File: config.mk
export PLATFORM = sky130hd
export DESIGN_NAME = serial_subtractor
export DESIGN_NICKNAME = d
export VERILOG_FILES = /design/src/rtl/serial_subtractor_pkg.sv /design/src/rtl/full_subtractor_bit.sv /design/src/rtl/serial_subtractor.sv
export SDC_FILE = /design/constraint.sdc
export NUM_CORES = 1
export LEC_CHECK = 0
export BUFFER_PORTS_ARGS = -buffer_cell sky130_fd_sc_hd__buf_2
export CORE_MARGIN = 3
export CORE_UTILIZATION = 46
export DETAILED_ROUTE_END_ITERATION = 10
export GPL_TIMING_DRIVEN = 0
export PLACE_DENSITY_LB_ADDON = 0.05
export SLEW_MARGIN = 40
export SYNTH_ARGS = -nofsm -noshare
export SYNTH_HDL_FRONTEND = slang
export SYNTH_SLANG_ARGS = --single-unit
export TNS_END_PERCENT = 100
File: constraint.sdc
create_clock -name clock -period 1.3 [get_ports clock]
set_input_delay 0.325 -clock clock [delete_from_list [all_inputs] [get_ports clock]]
set_output_delay 0.325 -clock clock [all_outputs]
set_load 0.01 [all_outputs]
File: src/rtl/serial_subtractor_pkg.sv
//----------------------------------------------------------------------------
// Module : serial_subtractor_pkg
// Brief  : Shared FSM state encodings, mode constants and overflow helper
//          for the bit-serial arithmetic units.
// Rev    : 1.0  initial release
//----------------------------------------------------------------------------
`default_nettype none

package serial_subtractor_pkg;

  typedef enum logic [1:0] {
    ST_IDLE = 2'd0,
    ST_RUN  = 2'd1,
    ST_DONE = 2'd2
  } sub_state_t;

  localparam logic C_MODE_UNSIGNED = 1'b0;
  localparam logic C_MODE_SIGNED   = 1'b1;

  // Two's-complement overflow of a - b: operand signs differ and the
  // difference sign departs from the minuend sign.
  function automatic logic signed_sub_overflow(input logic a_msb,
                                               input logic b_msb,
                                               input logic d_msb);
    return (a_msb != b_msb) && (d_msb != a_msb);
  endfunction

endpackage

`default_nettype wire

File: src/rtl/full_subtractor_bit.sv
//----------------------------------------------------------------------------
// Module : full_subtractor_bit
// Brief  : Combinational 1-bit full subtractor cell (a - b - bin).
// Rev    : 1.0  initial release
//----------------------------------------------------------------------------
`default_nettype none

module full_subtractor_bit (
  input  logic i_a,
  input  logic i_b,
  input  logic i_bin,
  output logic o_d,
  output logic o_bout
);

  assign o_d    = i_a ^ i_b ^ i_bin;
  assign o_bout = (~i_a & i_b) | (~(i_a ^ i_b) & i_bin);

endmodule

`default_nettype wire

File: src/rtl/serial_subtractor.sv
//----------------------------------------------------------------------------
// Module : serial_subtractor
// Brief  : Bit-serial WIDTH-bit subtractor, LSB first, with unsigned borrow
//          or signed overflow flagging and a start/done handshake.
// Rev    : 1.0  initial release
//----------------------------------------------------------------------------
`default_nettype none

module serial_subtractor
  import serial_subtractor_pkg::*;
#(
  parameter int WIDTH = 3
) (
  input  logic             clock,
  input  logic             reset,
  input  logic             start,
  input  logic [WIDTH-1:0] operand1,
  input  logic [WIDTH-1:0] operand2,
  input  logic             mode,
  output logic             busy,
  output logic             done,
  output logic [WIDTH-1:0] result,
  output logic             overflow
);

  localparam int             CW     = (WIDTH > 1) ? $clog2(WIDTH) : 1;
  localparam logic [CW-1:0]  C_LAST = CW'(WIDTH - 1);

  sub_state_t       r_state;
  sub_state_t       w_state_next;
  logic [WIDTH-1:0] r_a;
  logic [WIDTH-1:0] r_b;
  logic [WIDTH-1:0] r_result;
  logic [CW-1:0]    r_count;
  logic             r_borrow;
  logic             r_mode;
  logic             r_overflow;
  logic             w_d;
  logic             w_bout;
  logic             w_accept;
  logic             w_last;

  full_subtractor_bit u_cell (
    .i_a    (r_a[0]),
    .i_b    (r_b[0]),
    .i_bin  (r_borrow),
    .o_d    (w_d),
    .o_bout (w_bout)
  );

  always_comb begin
    w_state_next = r_state;
    w_accept     = 1'b0;
    w_last       = (r_state == ST_RUN) && (r_count == C_LAST);
    case (r_state)
      ST_IDLE: begin
        if (start) begin
          w_accept     = 1'b1;
          w_state_next = ST_RUN;
        end
      end
      ST_RUN: begin
        if (w_last) begin
          w_state_next = ST_DONE;
        end
      end
      ST_DONE: begin
        // A start here chains straight into the next operation.
        if (start) begin
          w_accept     = 1'b1;
          w_state_next = ST_RUN;
        end else begin
          w_state_next = ST_IDLE;
        end
      end
      default: w_state_next = ST_IDLE;
    endcase
  end

  always_ff @(posedge clock or posedge reset) begin
    if (reset) begin
      r_state <= ST_IDLE;
    end else begin
      r_state <= w_state_next;
    end
  end

  always_ff @(posedge clock or posedge reset) begin
    if (reset) begin
      r_a        <= '0;
      r_b        <= '0;
      r_result   <= '0;
      r_count    <= '0;
      r_borrow   <= 1'b0;
      r_mode     <= 1'b0;
      r_overflow <= 1'b0;
    end else if (w_accept) begin
      r_a      <= operand1;
      r_b      <= operand2;
      r_mode   <= mode;
      r_borrow <= 1'b0;
      r_count  <= '0;
    end else if (r_state == ST_RUN) begin
      r_a      <= r_a >> 1;
      r_b      <= r_b >> 1;
      r_borrow <= w_bout;
      r_result <= {w_d, r_result[WIDTH-1:1]};
      r_count  <= r_count + CW'(1);
      // On the last bit r_a[0]/r_b[0] hold the operand sign bits.
      if (w_last) begin
        r_overflow <= (r_mode == C_MODE_SIGNED)
                      ? signed_sub_overflow(r_a[0], r_b[0], w_d)
                      : w_bout;
      end
    end
  end

  assign busy     = (r_state == ST_RUN);
  assign done     = (r_state == ST_DONE);
  assign result   = r_result;
  assign overflow = r_overflow;

endmodule

`default_nettype wire

==> load_flow_metrics.sql, run 1 <==
INSERT INTO impl_metrics (metric_group, metric, value, unit) VALUES
('yosys', 'synthesis.yosys.warnings', '0', ''),
('layout', 'fin_area', '0.00101', 'mm2'),
('place', 'place_area', '883', 'um2'),
('layout', 'drive_gt1_share', '38.8', '%'),
('yosys', 'syn_area_per_cell', '10.5', 'um2'),
('setup_path', 'cp-end-kind', 'register', ''),
('floorplanning', 'die_y', '47.3', 'um'),
('timing', 'maxClockFrequency', '0.692', 'GHz'),
('pwr', 'report.power.total', '2.65', 'mW'),
('setup_path', 'critPathRequiredTime', '1.50', 'ns'),
('timing', 'fin_ws', '-0.146', 'ns'),
('pwr', 'irDropWorstVdd', '1.15', 'mV'),
('floorplanning', 'core_region_area', '0.00156', 'mm2'),
('timing', 'report.final.setup_viol', '5', ''),
('yosys', 'main_combinational_cell_family_by_area_after_synthesis', 'simple AND/OR/NAND/NOR gates', ''),
('clock_network', 'cts.sinks', '16', ''),
('routing', 'wl', '1610', 'um'),
('routing', 'wire_per_inst', '13.5', 'um'),
('timing', 'final.setup_skew', '0.00921', 'ns'),
('layout', 'diodes', '0', ''),
('layout', 'final_common_cell', 'dfrtp_1', ''),
('routing', 'detail-route-antenna-nets', '0', ''),
('layout', 'final_net_count', '118', ''),
('yosys', 'simple_gate_share_of_the_synthesized_area', '18.5', '%'),
('yosys', 'post_synthesis_register_bit_count', '16', ''),
('run_status', 'violations', 'setup timing', ''),
('routing', 'drc', '0', ''),
('yosys', 'post_synth_num_cell_types', '29', ''),
('timing', 'pins_over_slew_limit', '0', ''),
('setup_path', 'critPathKind', 'reg2reg', ''),
('timing', 'period_minus_slack', '1.45', 'ns'),
('place', 'gpl.final_weighted_congestion', '0.705', ''),
('setup_path', 'max_stage_delay', '0.61', 'ns'),
('routing', 'first_pass_iters', '3', ''),
('floorplanning', 'top_level_ports', '16', ''),
('global_routing', 'grt_resource_usage_total', '18.4', '%'),
('setup_path', 'cp_data_arrival_time', '1.65', 'ns'),
('setup_path', 'cp_slowest_cell', 'fa_2', ''),
('global_routing', 'grt_start_max_net_pins', '17', ''),
('floorplanning', 'dieWidth', '47.3', 'um'),
('floorplanning', 'floorplan.die_area', '0.00224', 'mm2'),
('yosys', 'synth_fa_ha_area_share', '5.73', '%'),
('routing', 'viasPerCell', '5.18', ''),
('global_routing', 'global_route.overflow_total', '0', ''),
('yosys', 'post_synth_instance_area', '786', 'um2'),
('clock_network', 'ctsHtreeMaxLevel', '1', ''),
('routing', 'via_count', '617', ''),
('place', 'hpwlAfterDp', '1050', 'um'),
('hold_path', 'hold_path.class', 'in2async', ''),
('setup_path', 'delay_heaviest_family_cp', 'adder cells', ''),
('global_routing', 'number_of_global_route_vias_before_repair', '653', ''),
('run_status', 'status', 'finished with violations', ''),
('floorplanning', 'num_rows', '14', ''),
('floorplanning', 'initial_core_util', '50.4', '%'),
('timing', 'timing.final.hold_violations', '0', ''),
('layout', 'finish.utilization', '64.6', '%'),
('timing', 'fin_worst_hold_slack', '0.0940', 'ns'),
('clock_network', 'cts_tree', 'built', ''),
('layout', 'finalNonFillerCells', '119', ''),
('setup_path', 'path_buf_inv', '0', ''),
('yosys', 'syn_nets', '88', ''),
('layout', 'commonest_cells_after_routing_fill_and_taps_aside', 'dfrtp_1 (16), nand2_1 (14), buf_2 (14)', ''),
('clock_network', 'clk_pin_slew_worst_paths', '0.10', 'ns'),
('job', 'drv.max_cap_violation_count', '0', ''),
('yosys', 'synth-compound-area-share', '12.3', '%'),
('pwr', 'power.static_leakage', '0.515', 'nW'),
('clock_network', 'clock_path_buffers', '2', ''),
('clock_network', 'tritoncts.num_buffers', '3', ''),
('yosys', 'synth_sequential_area_ratio', '51.0', '%'),
('clock_network', 'number_of_hold_repair_buffers_added_at_the_cts_stage', '0', ''),
('place', 'preCtsSetupSlack', '-0.138', 'ns');
-- worst paths after layout --
path                                  startpoint                     end  slack [ns]  depth (start not counted)
max reg2reg                 r_borrow$_DFFE_PP0P_    overflow$_DFFE_PP0P_       -0.15                          4
min                                        reset  r_count[1]$_DFFE_PP0P_        0.09                          2
max                         r_borrow$_DFFE_PP0P_    overflow$_DFFE_PP0P_       -0.15                          4
min in group clock                          mode      r_mode$_DFFE_PP0P_        0.24                          3
min reg2reg                result[0]$_DFFE_PP0P_   result[0]$_DFFE_PP0P_        0.48                          2
max in group asynchronous                  reset      r_b[0]$_DFFE_PP0P_        0.81                          2
-- flip-flops by register name, summed over array words and instances, names as in the netlist --
signal / flops
result: 3
r_state: 2
r_count: 2
r_mode: 1
r_b: 3
r_a: 3
r_borrow: 1
overflow: 1
-- kinds of logic after synthesis --
logic type / Yosys count
AOI/OAI and AO/OA: 15
xor gates and xnor gates: 2
adders and majority gates: 3
buffers and inverters: 7
DFF: 16
muxes: 3
and+or+nand+nor: 29
-- where the power goes --
part / leakage, nW / internal, mW / switching (mW)
registers: 0.200 / 0.723 / 0.160
clock network: 0.0138 / 0.107 / 0.149
logic: 0.301 / 0.814 / 0.699
total: 0.515 / 1.64 / 1.01
-- layout make-up --
type	count	area [um2]
fillers	131	552
flip-flops and latches	16	400
multi-input cells	52	352
repair buffers	27	179
clock buffers	3	22.5
inverters	4	22.5
well taps	16	20.0
plain buffers	1	11.3
-- repair_timing --
item	in CTS	in global routing
buffers inserted	12	2
pin swaps	1	0
gates resized for setup	5	2
endpoints found under the setup margin	5	7
-- metal layers --
metal	GRT usage (%)	share of wire [%]	up-vias	wire length [um]
li1	-	-	311	-
met1	23.8	49	293	782
met2	26.5	48	11	774
met4	13.3	0.75	0	12
met5	0	0	-	0
met3	4.21	2.2	2	36
-- cell usage after synthesis --
cell / n / area [um2]
fa_1: 1 / 20.0
a221o_1: 1 / 10.0
o22ai_1: 2 / 12.5
xnor2_1: 2 / 17.5
nand2_1: 14 / 52.6
a21oi_1: 2 / 10.0
nand2b_4: 1 / 13.8
and2b_2: 1 / 8.76
inv_8: 1 / 11.3
buf_2: 1 / 5.00
inv_1: 3 / 11.3
nand3_1: 3 / 15.0
mux2i_1: 2 / 20.0
nand2b_1: 2 / 12.5
o31ai_1: 1 / 7.51
a22oi_1: 1 / 7.51
nand3b_1: 1 / 7.51
nor2b_1: 1 / 6.26
a31oi_1: 1 / 6.26
nor3_1: 1 / 5.00
buf_6: 2 / 22.5
a22o_1: 2 / 17.5
mux2_2: 1 / 11.3
ha_1: 2 / 25.0
nor2_2: 1 / 6.26
dfrtp_1: 16 / 400
and2_1: 1 / 6.26
nor2_1: 3 / 11.3
o21ai_0: 5 / 25.0
Power figures use the tool's default switching activity.
==> run 2, diff against run 1 <==
--- a/config.mk
+++ b/config.mk
@@ -7,9 +7,10 @@
 export LEC_CHECK = 0
 export BUFFER_PORTS_ARGS = -buffer_cell sky130_fd_sc_hd__buf_2
 export CORE_MARGIN = 3
-export CORE_UTILIZATION = 46
+export CORE_UTILIZATION = 50
 export DETAILED_ROUTE_END_ITERATION = 10
 export GPL_TIMING_DRIVEN = 0
+export HOLD_SLACK_MARGIN = 0.02
 export PLACE_DENSITY_LB_ADDON = 0.05
 export SLEW_MARGIN = 40
 export SYNTH_ARGS = -nofsm -noshare
==> constraint.sdc (replaced) <==
create_clock -name clock -period 1.4 [get_ports clock]
set_input_delay 0.35 -clock clock [delete_from_list [all_inputs] [get_ports clock]]
set_output_delay 0.35 -clock clock [all_outputs]
set_load 0.01 [all_outputs]
==> run 2 against run 1 <==
  * The flow still finishes with violations (setup timing)
  * Sequential share of layout area up 0.20 points
  * Flip-flop and latch count stayed put
  * Design area fell by 0.50%
  * Global-route usage is 0.86 points lower
  * Critical path type unchanged
  * Largest cell class unchanged
  * Largest power group unchanged
  * Highest routed layer unchanged
==> load_flow_metrics.sql, run 2 (same netlist as run 1, synthesis figures left out) <==
INSERT INTO impl_metrics (metric_group, metric, value, unit) VALUES
('layout', 'diodes', '0', ''),
('run_status', 'status', 'finished with violations', ''),
('setup_path', 'timing.critical_path.from_type', 'register', ''),
('timing', 'max-slew-margin-rel', '59.4', '%'),
('clock_network', 'clock_path_buffers', '2', ''),
('setup_path', 'worstPathCellList', 'inv_2 -> fa_2 -> xnor2_1 -> nand3b_1 -> a31oi_1', ''),
('pwr', 'combPwrFrac', '53.8', '%'),
('clock_network', 'tritoncts.num_buffers', '3', ''),
('clock_network', 'cts.sinks', '16', ''),
('setup_path', 'cp-end-kind', 'register', ''),
('setup_path', 'max_stage_delay', '0.58', 'ns'),
('hold_path', 'hold_path.class', 'in2async', ''),
('setup_path', 'delay_heaviest_family_cp', 'adder cells', ''),
('timing', 'final.setup_skew', '0.000633', 'ns'),
('job', 'drv.max_cap_violation_count', '0', ''),
('clock_network', 'cts_root_buf', 'clkbuf_4', ''),
('timing', 'grt_setup_unrepaired', 'yes', ''),
('timing', 'tightest_slew', '0.608', 'ns'),
('pwr', 'share_seq_of_total_power', '33.9', '%'),
('routing', 'first_pass_iters', '4', ''),
('clock_network', 'cts_tree', 'built', ''),
('global_routing', 'grt_resource_usage_total', '17.5', '%'),
('floorplanning', 'num_rows', '13', ''),
('clock_network', 'clkLatencyLatePin', '0.28', 'ns'),
('setup_path', 'cp_slowest_cell', 'fa_2', ''),
('floorplanning', 'initial_core_util', '56.8', '%'),
('global_routing', 'global_route_wire_length_before_repair', '2500', 'um'),
('global_routing', 'antenna_found_initial', '0', ''),
('timing', 'timing.final.hold_violations', '0', ''),
('pwr', 'irDropWorstVdd', '1.35', 'mV'),
('routing', 'viasPerCell', '5.33', ''),
('routing', 'wl', '1530', 'um'),
('timing', 'maxClockFrequency', '0.699', 'GHz'),
('place', 'hpwlAfterDp', '1050', 'um'),
('layout', 'area_delta_synth_final', '27.5', '%'),
('clock_network', 'clk_pin_slew_worst_paths', '0.09', 'ns'),
('pwr', 'share_clk_of_total_power', '12.4', '%'),
('setup_path', 'cp_data_arrival_time', '1.64', 'ns'),
('global_routing', 'grt_start_max_net_pins', '17', ''),
('setup_path', 'path_buf_inv', '1', ''),
('timing', 'period_minus_slack', '1.43', 'ns'),
('floorplanning', 'die_y', '45.6', 'um'),
('pwr', 'power.static_leakage', '0.513', 'nW'),
('timing', 'pins_over_slew_limit', '0', ''),
('pwr', 'power_report.internal_total', '1.52', 'mW'),
('routing', 'via_count', '634', ''),
('pwr', 'total_net_switching_power', '0.900', 'mW'),
('clock_network', 'number_of_hold_repair_buffers_added_at_the_cts_stage', '0', ''),
('setup_path', 'critPathRequiredTime', '1.61', 'ns'),
('timing', 'min_period_over_period', '102', '%'),
('layout', 'final_net_count', '118', ''),
('setup_path', 'timing.critical_path.fanout_max', '2', ''),
('global_routing', 'global_route.overflow_total', '0', ''),
('routing', 'drc', '0', ''),
('floorplanning', 'top_level_ports', '16', ''),
('clock_network', 'ctsHtreeMaxLevel', '1', ''),
('pwr', 'powerDensity', '2420', 'mW/mm2'),
('routing', 'drt-initial-drc-count', '12', ''),
('global_routing', 'number_of_global_route_vias_before_repair', '570', ''),
('timing', 'report.final.setup_viol', '2', ''),
('place', 'port_buffers', '15', ''),
('pwr', 'switching_share', '37.2', '%'),
('run_status', 'violations', 'setup timing', ''),
('floorplanning', 'dieWidth', '45.6', 'um'),
('setup_path', 'critPathKind', 'reg2reg', ''),
('floorplanning', 'core_region_area', '0.00138', 'mm2'),
('layout', 'drive_gt1_share', '37.5', '%'),
('timing', 'fin_worst_hold_slack', '0.122', 'ns'),
('routing', 'wire_per_inst', '12.8', 'um'),
('pwr', 'report.power.total', '2.42', 'mW'),
('routing', 'detail-route-antenna-nets', '0', ''),
('place', 'gpl.final_weighted_congestion', '0.734', ''),
('floorplanning', 'floorplan.die_area', '0.00208', 'mm2'),
('layout', 'final_common_cell', 'dfrtp_1', ''),
('layout', 'commonest_cells_after_routing_fill_and_taps_aside', 'dfrtp_1 (16), nand2_1 (14), buf_2 (14)', ''),
('timing', 'fin_ws', '-0.0310', 'ns');
## run 2: cell types whose count changed in the layout (fill, tap and decap cells not counted)
cell and change:
clkbuf_8 +1, o22ai_2 -1, xnor2_2 -1, xnor2_1 +1
buf_4 +1, o22ai_1 +1, buf_6 -1
## run 2: layout make-up
| cell class | count | area, um2 |
|---|---|---|
| inverters | 4 | 22.5 |
| repair buffers | 27 | 175 |
| flip-flops and latches | 16 | 400 |
| clock buffers | 4 | 36.3 |
| plain buffers | 1 | 11.3 |
| well taps | 15 | 18.8 |
| fillers | 101 | 380 |
| multi-input cells | 52 | 338 |
## run 2: through the flow
step / worst slack, ns / cell area [um2] / std cells / utilization [%] / setup TNS [ns]
detailed placement: -0.0461 / 880 / 105 / 63.6 / -0.0580
global route: -0.0839 / 1000 / 119 / 72.5 / -0.194
global placement: -0.0242 / 880 / 105 / 63.6 / -0.0284
CTS: -0.0487 / 980 / 116 / 70.9 / -0.0850
floorplan: 0.0365 / 786 / 75 / - / 0
finish: -0.0310 / 1000 / 119 / 72.5 / -0.0330
## run 2: metal layers
layer / vias up / global-route usage [%] / share of wire (%)
li1: 313 / - / -
met1: 305 / 24.1 / 47
met2: 12 / 25.1 / 47
met3: 4 / 2.37 / 3.3
met4: 0 / 12.3 / 2.0
met5: - / 0 / 0
## run 2: power by group through the flow
| stage | Combinational (mW) | Clock [mW] | Sequential, mW |
|---|---|---|---|
| floorplan | 0.790 | 0 | 0.832 |
| global placement | 1.03 | 0 | 0.826 |
| detailed placement | 1.05 | 0 | 0.835 |
| CTS | 1.26 | 0.315 | 0.810 |
| global route | 1.45 | 0.329 | 0.844 |
| finish | 1.30 | 0.299 | 0.820 |
## run 2: worst paths after layout
check / startpoint / end / slack (ns) / depth (start not counted)
min in group clock: mode / r_mode$_DFFE_PP0P_ / 0.25 / 3
hold / removal: reset / r_count[1]$_DFFE_PP0P_ / 0.12 / 2
max in group asynchronous: reset / r_b[1]$_DFFE_PP0P_ / 0.89 / 2
hold reg to reg: result[0]$_DFFE_PP0P_ / result[0]$_DFFE_PP0P_ / 0.48 / 2
setup / recovery: r_a[0]$_DFFE_PP0P_ / overflow$_DFFE_PP0P_ / -0.03 / 5
setup reg to reg: r_a[0]$_DFFE_PP0P_ / overflow$_DFFE_PP0P_ / -0.03 / 5
## run 2: what timing repair did
item                                    in CTS  in global routing
endpoints found under the setup margin       4                  5
pin swaps                                    4                  2
buffers inserted                             8                  4
gates resized for setup                      5                  1
